[src/rtl/if_fetch_stage_if.sv]
// Instruction-memory request/response bundle between the fetch stage and imem.
interface if_fetch_stage_if;
  logic        req;
  logic [31:0] addr;
  logic        ready;
  logic        rvalid;
  logic [31:0] rdata;

  modport master (output req, output addr, input ready, input rvalid, input rdata);
  modport slave  (input req, input addr, output ready, output rvalid, output rdata);
endinterface

[src/rtl/if_fetch_stage.sv]
// Instruction fetch stage: one outstanding imem request, a one-entry stall
// buffer, and the IF/ID pipeline register.
module if_fetch_stage #(
  parameter logic [31:0] RESET_PC  = 32'h0000_0000,
  parameter logic [31:0] NOP_INSTR = 32'h0000_0013
) (
  input  logic                     i_clk,
  input  logic                     i_reset,
  if_fetch_stage_if.master         imem,
  input  logic                     i_stall,
  input  logic                     i_flush,
  input  logic [31:0]              i_branch_target,
  output logic [31:0]              o_pc_out,
  output logic [31:0]              o_instruction_out,
  output logic                     o_valid_out
);

  typedef enum logic [1:0] {S_FETCH, S_WAIT, S_HOLD, S_DISCARD} state_e;

  state_e      state_q, state_d;
  logic [31:0] pc_q, pc_d;
  logic [31:0] buf_pc_q, buf_pc_d;
  logic [31:0] buf_instr_q, buf_instr_d;
  logic [31:0] ifid_pc_q, ifid_pc_d;
  logic [31:0] ifid_instr_q, ifid_instr_d;
  logic        ifid_valid_q, ifid_valid_d;
  logic        handshake;
  logic        deliver;
  logic [31:0] deliver_pc, deliver_instr;

  assign handshake = (state_q == S_FETCH) && imem.ready;

  always_ff @(posedge i_clk) begin
    if (i_reset) begin
      state_q      <= S_FETCH;
      pc_q         <= RESET_PC;
      buf_pc_q     <= '0;
      buf_instr_q  <= NOP_INSTR;
      ifid_pc_q    <= '0;
      ifid_instr_q <= NOP_INSTR;
      ifid_valid_q <= 1'b0;
    end else begin
      state_q      <= state_d;
      pc_q         <= pc_d;
      buf_pc_q     <= buf_pc_d;
      buf_instr_q  <= buf_instr_d;
      ifid_pc_q    <= ifid_pc_d;
      ifid_instr_q <= ifid_instr_d;
      ifid_valid_q <= ifid_valid_d;
    end
  end

  always_comb begin
    state_d       = state_q;
    pc_d          = pc_q;
    buf_pc_d      = buf_pc_q;
    buf_instr_d   = buf_instr_q;
    deliver       = 1'b0;
    deliver_pc    = pc_q;
    deliver_instr = imem.rdata;

    if (i_flush) begin
      pc_d = i_branch_target;
      // A request already accepted by memory must still have its response drained.
      unique case (state_q)
        S_FETCH:            state_d = handshake ? S_DISCARD : S_FETCH;
        S_WAIT, S_DISCARD:  state_d = imem.rvalid ? S_FETCH : S_DISCARD;
        S_HOLD:             state_d = S_FETCH;
      endcase
    end else begin
      unique case (state_q)
        S_FETCH: if (handshake) state_d = S_WAIT;
        S_WAIT: begin
          if (imem.rvalid) begin
            if (i_stall) begin
              buf_pc_d    = pc_q;
              buf_instr_d = imem.rdata;
              state_d     = S_HOLD;
            end else begin
              deliver = 1'b0 | 1'b1;
              state_d = S_FETCH;
            end
          end
        end
        S_HOLD: begin
          if (!i_stall) begin
            deliver       = 1'b1;
            deliver_pc    = buf_pc_q;
            deliver_instr = buf_instr_q;
            state_d       = S_FETCH;
          end
        end
        S_DISCARD: if (imem.rvalid) state_d = S_FETCH;
      endcase
      if (deliver) pc_d = pc_q + 32'd4;
    end

    ifid_pc_d    = ifid_pc_q;
    ifid_instr_d = ifid_instr_q;
    ifid_valid_d = ifid_valid_q;
    if (i_flush) begin
      ifid_pc_d    = '0;
      ifid_instr_d = NOP_INSTR;
      ifid_valid_d = 1'b0;
    end else if (!i_stall) begin
      if (deliver) begin
        ifid_pc_d    = deliver_pc;
        ifid_instr_d = deliver_instr;
        ifid_valid_d = 1'b1;
      end else begin
        ifid_instr_d = NOP_INSTR;
        ifid_valid_d = 1'b0;
      end
    end
  end

  always_comb begin
    imem.req          = (state_q == S_FETCH);
    imem.addr         = pc_q;
    o_pc_out          = ifid_pc_q;
    o_instruction_out = ifid_instr_q;
    o_valid_out       = ifid_valid_q;
  end

endmodule

[src/flat_wrapper.sv]
// flat-port wrapper written by rule: the top's interface ports become plain ports
module if_fetch_stage_flat 
#(
  parameter logic [31:0] RESET_PC  = 32'h0000_0000,
  parameter logic [31:0] NOP_INSTR = 32'h0000_0013
)
  (i_clk, i_reset, i_stall, i_flush, i_branch_target, o_pc_out, o_instruction_out, o_valid_out, imem_req, imem_addr, imem_ready, imem_rvalid, imem_rdata);
  if_fetch_stage_if imem_i ();
  input  logic i_clk;
  input  logic i_reset;
  input  logic i_stall;
  input  logic i_flush;
  input  logic [31:0] i_branch_target;
  output logic [31:0] o_pc_out;
  output logic [31:0] o_instruction_out;
  output logic o_valid_out;
  output wire logic [$bits(imem_i.req)-1:0] imem_req;
  output wire logic [$bits(imem_i.addr)-1:0] imem_addr;
  input wire logic [$bits(imem_i.ready)-1:0] imem_ready;
  input wire logic [$bits(imem_i.rvalid)-1:0] imem_rvalid;
  input wire logic [$bits(imem_i.rdata)-1:0] imem_rdata;
  assign imem_req = imem_i.req;
  assign imem_addr = imem_i.addr;
  assign imem_i.ready = imem_ready;
  assign imem_i.rvalid = imem_rvalid;
  assign imem_i.rdata = imem_rdata;
  if_fetch_stage #(.RESET_PC(RESET_PC), .NOP_INSTR(NOP_INSTR)) u_core (.i_clk(i_clk), .i_reset(i_reset), .imem(imem_i), .i_stall(i_stall), .i_flush(i_flush), .i_branch_target(i_branch_target), .o_pc_out(o_pc_out), .o_instruction_out(o_instruction_out), .o_valid_out(o_valid_out));
endmodule
[config.mk]
export PLATFORM = sky130hd
export DESIGN_NAME = if_fetch_stage_flat
export DESIGN_NICKNAME = d
export VERILOG_FILES = /design/src/rtl/if_fetch_stage_if.sv /design/src/rtl/if_fetch_stage.sv /design/src/flat_wrapper.sv
export SDC_FILE = /design/constraint.sdc
export NUM_CORES = 1
export LEC_CHECK = 0
export CAP_MARGIN = 0
export CELL_PAD_IN_SITES_DETAIL_PLACEMENT = 0
export CELL_PAD_IN_SITES_GLOBAL_PLACEMENT = 1
export CORE_UTILIZATION = 40
export DETAILED_ROUTE_END_ITERATION = 7
export GPL_TIMING_DRIVEN = 0
export PLACE_DENSITY = 0.83
export SKIP_CTS_REPAIR_TIMING = 1
export SYNTH_ARGS = -nofsm -noshare
export SYNTH_HDL_FRONTEND = slang
export SYNTH_SLANG_ARGS = --single-unit
export TNS_END_PERCENT = 20
[constraint.sdc]
create_clock -name i_clk -period 3.3 [get_ports i_clk]
set_input_delay 0.66 -clock i_clk [delete_from_list [all_inputs] [get_ports i_clk]]
set_output_delay 0.66 -clock i_clk [all_outputs]
set_load 0.01 [all_outputs]
==> impl_metrics.ini, run 1 <==
[outcome]
status = complete, no violations

[die]
fp.dieW_um = 137
start_util = 0.408
rows = 49
die_area_mm2 = 0.0188
die_h_um = 137
core_area_mm2 = 0.0179
pin_count = 168

[synth]
yosys-top-cells-count = 163 x dfxtp_1, 153 x nand2_1, 102 x nor2_1
yosys-top-cells-area = dfxtp_1 45%, nand2_1 7.9%, nor2_1 5.2%, mux2i_1 5.1%, mux2_2 4.5%
synth_nets = 936
synth_area_leader_cell = dfxtp_1
syn_area_mm2 = 0.00730
synth_ff_type = dfxtp_1
synth_edf_count = 0
synth.most_common_cell = dfxtp_1
syn_inst = 860
seq_area_frac_synth = 0.447
synth_top_cell_area_share = 0.447
ys_warn_count = 0
async_flop_share = 0
ys_types = 53
yosys_register_bits = 163
synth.avg_cell_area_um2 = 8.49

[route]
dr.pass1.iters = 5
wirelength_um = 22800
drtAntennaViolNets = 0
routed_via_density = 5.35
drt_iter0_markers = 586
drc = 0
vias = 6880
wl_per_cell_um = 17.7

[sta]
timing.slew.headroom = 0.476
setup_viol = 0
rsz0062_at_grt = no
slew_violations = 0
tightestPinTransition_ns = 0.780
period_needed_ns = 2.95
period_share = 0.895
fin_skew_ns = 0.00996
hold_violations = 0
max_freq_mhz = 339

[placed_design]
dp.cells = 1255
placed_area_mm2 = 0.00925
gp_congestion = 0.844
place_hpwl_um = 16500
io_buffer_count = 166

[power]
combPwrFrac = 0.143
seq_power_share = 0.463
p_int_w = 0.00329
p_per_area_mw_per_mm2 = 460
power_frac_clock = 0.394
power_switching_w = 0.00120
p_sw_frac = 0.267
total_power_w = 0.00449
peakVddDrop_mv = 0.414
p_leak_nw = 3.17

[global_route]
grt_pass1_wl_um = 35000
overflow = 0
grt_pass1_vias = 6306
grt_antenna_before_repair = 0
grt_usage = 0.247
grt_max_degree = 17

[worst_setup_path]
r2r_start = u_core.state_q[1]
rrSetupSlack_ns = 0.49
reg2reg_depth = 8
critPathArrivalTime_ns = 3.29
end_kind = register
worst-setup-path-type = input pin to register
cp-start-kind = input pin
r2r-end = u_core.o_pc_out[17]
crit_required_ns = 3.64
worstPathMaxFanout = 10

[cts]
cts_sinks = 163
root_buffer = clkbuf_16
h-tree-depth = 4
cts_tree = yes
cts.path.max_buffers = 2
path_clk_slew_ns = 0.06
clk_latency_ns = 0.42
cts_made_buffers = 17

[layout]
diodes = 0
nNetsFinal = 1121
drive_above_1_share = 0.0691
final_cells = 1285
area_growth_pct = 33.7
fin_area_mm2 = 0.00976

[worst_hold_path]
holdPathEnd = u_core.buf_instr_q[9]
min-delay-path-class = register to register
hp-start = u_core.buf_instr_q[9]
holdPathStages = 2

[job]
maxCapViolCount = 0
area by class of cell:
| type | count | area, um2 |
|---|---|---|
| inverter | 13 | 48.8 |
| multi-input combinational | 607 | 3660 |
| timing repair buffer | 166 | 1660 |
| clock inverter | 9 | 58.8 |
| tap | 229 | 287 |
| clock buffer | 21 | 450 |
| buffer | 77 | 325 |
| fill | 1691 | 8150 |
| sequential | 163 | 3260 |
how the worst max path moves through the flow:
stage,startpoint,slack (ns),end,depth (start not counted)
after global routing,imem_rvalid,0.10,u_core.o_pc_out[17],7
after detailed placement,i_stall,-0.06,u_core.buf_pc_q[2],8
after global placement,imem_rvalid,-0.03,u_core.o_instruction_out[4],7
after floorplan,i_stall,1.09,u_core.imem.addr[20],6
final,imem_rvalid,0.35,u_core.o_pc_out[17],7
after CTS,i_stall,0.37,u_core.buf_pc_q[2],8
cell usage in the layout, fill, tap and decap left out, types with 3 or more instances in the layout:
master           Yosys  layout
clkdlybuf4s50_1      0     166
dfxtp_1            163     163
nand2_1            153     153
nor2_1             102     102
a21oi_1             65      65
clkbuf_1            56      59
a211oi_1            43      43
mux2i_1             37      37
mux2_2              29      29
a22oi_1             29      29
clkbuf_16            0      17
nor4_1              16      16
inv_1               12      12
buf_1               12      12
nand4_1             10      10
a2111oi_0           10      10
or3_1                9       9
nand3_1              8       8
o21ai_0              8       8
xnor2_1              8       8
and4_1               7       7
nor2b_1              7       7
a311oi_1             7       7
nor3_1               6       6
ha_1                 6       6
buf_2                5       5
and3_1               5       5
clkinv_2             0       5
nand3b_1             4       4
buf_6                4       4
o41a_1               4       4
nor3b_1              3       3
a22o_1               3       3
o31a_1               3       3
a2111oi_1            3       3
power by group through the flow:
stage | Combinational, W | Sequential (W) | Clock [W]
2_1_floorplan | 0.000346 | 0.00212 | 0
3_3_place_gp | 0.000640 | 0.00212 | 0
3_5_place_dp | 0.000640 | 0.00212 | 0
4_1_cts | 0.000645 | 0.00208 | 0.00179
5_1_grt | 0.000695 | 0.00209 | 0.00187
6_report | 0.000642 | 0.00208 | 0.00177
critical path, stage by stage:
cell	delay [ns]
clkdlybuf4s50_1	0.58
a21oi_1	0.20
clkbuf_1	0.26
nor3_1	0.65
clkbuf_1	0.59
nor2_1	0.10
a211oi_1	0.24
stage by stage:
stage                     hold slack [ns]  utilization  setup slack (ns)  setup TNS, ns
after CTS                           0.453        0.545             0.366              0
final                               0.451        0.545             0.348              0
after global routing                0.468        0.545             0.104              0
after floorplan                     0.433            -              1.09              0
after detailed placement            0.444        0.516           -0.0591         -0.784
after global placement              0.438        0.516           -0.0316         -0.198
per-layer routing:
metal | up-vias | GRT usage | share of wire
li1 | 3408 | - | -
met1 | 3225 | 0.348 | 0.48
met4 | 0 | 0.0763 | 0.018
met5 | - | 0 | 0
met2 | 216 | 0.386 | 0.46
met3 | 31 | 0.0389 | 0.049
flip-flops by register name, indices dropped and copies added, names as in the netlist:
name / flops
u_core.buf_pc_q: 32
u_core.buf_instr_q: 32
u_core.imem.addr: 32
u_core.o_instruction_out: 32
u_core.state_q: 2
u_core.o_pc_out: 32
u_core.o_valid_out: 1
cell families after synthesis:
kind of cell	count (synthesis)	share of synthesized area
AO/OA/AOI/OAI	184	0.172
XOR/XNOR	8	0.00960
adder cells (fa/ha/maj)	6	0.0103
buffers and inverters	90	0.0513
flip-flops	163	0.447
multiplexers	66	0.0955
AND/OR/NAND/NOR	343	0.214
Note: power is estimated with default switching activity, not from simulation.
==> inputs of run 2 (changes only) <==
- REMOVE_ABC_BUFFERS: default -> 1
- SETUP_SLACK_MARGIN: default -> 0.5
==> impl_metrics.ini, run 2 (synthesized netlist as in run 1, its figures left out) <==
[route]
dr.pass1.iters = 4
vias = 6473
wl_per_cell_um = 16.3
routed_via_density = 5.27
drc = 0
drtAntennaViolNets = 0
wirelength_um = 20100
drt_iter0_markers = 282

[layout]
area_growth_pct = 34.7
final_common_cell = clkdlybuf4s50_1
drive_above_1_share = 0.0930
final_cell_mix = 164 x clkdlybuf4s50_1, 163 x dfxtp_1, 153 x nand2_1
fillers = 1705
diodes = 0
final_cells = 1229
nNetsFinal = 1063
final_util = 0.549

[die]
die_area_mm2 = 0.0188
start_util = 0.408
die_h_um = 137
pin_count = 168
core_area_mm2 = 0.0179
rows = 49
fp.dieW_um = 137

[sta]
holdWs_ns = 0.453
hold_violations = 0
setup_viol = 0
slew_violations = 0
period_needed_ns = 2.98
tns_ns = 0
max_freq_mhz = 335
rsz0062_at_grt = yes
period_share = 0.904
tightestPinTransition_ns = 0.938
fin_skew_ns = 0.0122
timing.slew.headroom = 0.375

[cts]
h-tree-depth = 4
cts_tree = yes
cts_made_buffers = 17
cts.path.max_buffers = 2
cts_sinks = 163
clk_latency_ns = 0.42
root_buffer = clkbuf_16
path_clk_slew_ns = 0.06

[worst_setup_path]
crit_chain = inv_1 -> ha_4 -> a21oi_1 -> or3_1 -> or3_2 -> a2111oi_2
worstPathMaxFanout = 32
critPathArrivalTime_ns = 3.30
end_kind = register
worst-path-buf-inv = 1
cp_top_family = simple AND/OR/NAND/NOR gates
cp-start-kind = register
worst-setup-path-type = register to register
crit_required_ns = 3.62
slowest_stage = or3_1
crit_path_max_incr_delay_ns = 0.64

[worst_hold_path]
min-delay-path-class = register to register

[outcome]
status = complete, no violations

[placed_design]
gp_congestion = 0.723
dp.cells = 1195
place_hpwl_um = 13200
io_buffer_count = 167

[power]
peakVddDrop_mv = 0.339
total_power_w = 0.00478
p_leak_nw = 3.21
p_per_area_mw_per_mm2 = 487

[global_route]
grt_max_degree = 63
grt_usage = 0.212
grt_pass1_wl_um = 31000
grt_pass1_vias = 5823
grt_antenna_before_repair = 0
overflow = 0

[job]
maxCapViolCount = 0
-- run 2: cell count changes in the layout (fill, tap and decap cells not counted), sizes merged --
cell,change
clkdlybuf4s50,-2
clkinvlp,+4
buf,-2
clkinv,-3
bufinv,+4
clkbuf,-57
-- run 2: worst paths after layout --
kind,endpoint,slack (ns),depth (start not counted),start
min,u_core.buf_instr_q[23],0.45,2,u_core.buf_instr_q[23]
min reg2reg,u_core.buf_instr_q[23],0.45,2,u_core.buf_instr_q[23]
max,u_core.imem.addr[24],0.32,6,u_core.state_q[0]
max reg2reg,u_core.imem.addr[24],0.32,6,u_core.state_q[0]
-- run 2: worst register-to-register path, delay by kind of cell, from the launching register on --
kind | cells | cell delay [ns]
flops | 1 | 0.33
buf+inv | 1 | 0.17
compound gates | 2 | 0.65
fa+ha+maj | 1 | 0.55
simple gates | 2 | 1.18
-- run 2: through the flow --
step / instance area, um2 / worst slack, ns
after detailed placement: 9190 / -1.33
final: 9830 / 0.318
after CTS: 9800 / -0.899
after floorplan: 6970 / -3.84
after global placement: 8930 / -8.11
after global routing: 9830 / 0.178
-- run 2: where the power goes --
group	internal, W	total, W	switching, W
combinational	0.000307	0.000608	0.000301
clock	0.00127	0.00209	0.000821
sequential	0.00202	0.00209	0.0000716
-- run 2: final cells by class --
type	count	area, um2	area share
multi-input combinational	607	3690	0.375
timing repair buffer	184	1920	0.195
timing repair inverter	1	5.00	0.000509
clock inverter	13	184	0.0187
tap	229	287	0.0291
inverter	13	52.6	0.00534
clock buffer	19	433	0.0440
sequential	163	3260	0.332
-- run 2: routing by layer --
layer | up-vias | track usage | wire length [um]
met5 | - | 0 | 0
met4 | 0 | 0.0537 | 129
met3 | 10 | 0.0500 | 988
met2 | 133 | 0.333 | 9320
met1 | 3033 | 0.291 | 9660
li1 | 3297 | - | -
==> inputs of run 3 (changes only) <==
- CTS_CLUSTER_DIAMETER: default -> 150
==> results of run 3 <==
Same layout as run 2: the final DEF is identical, and so are final timing and power.
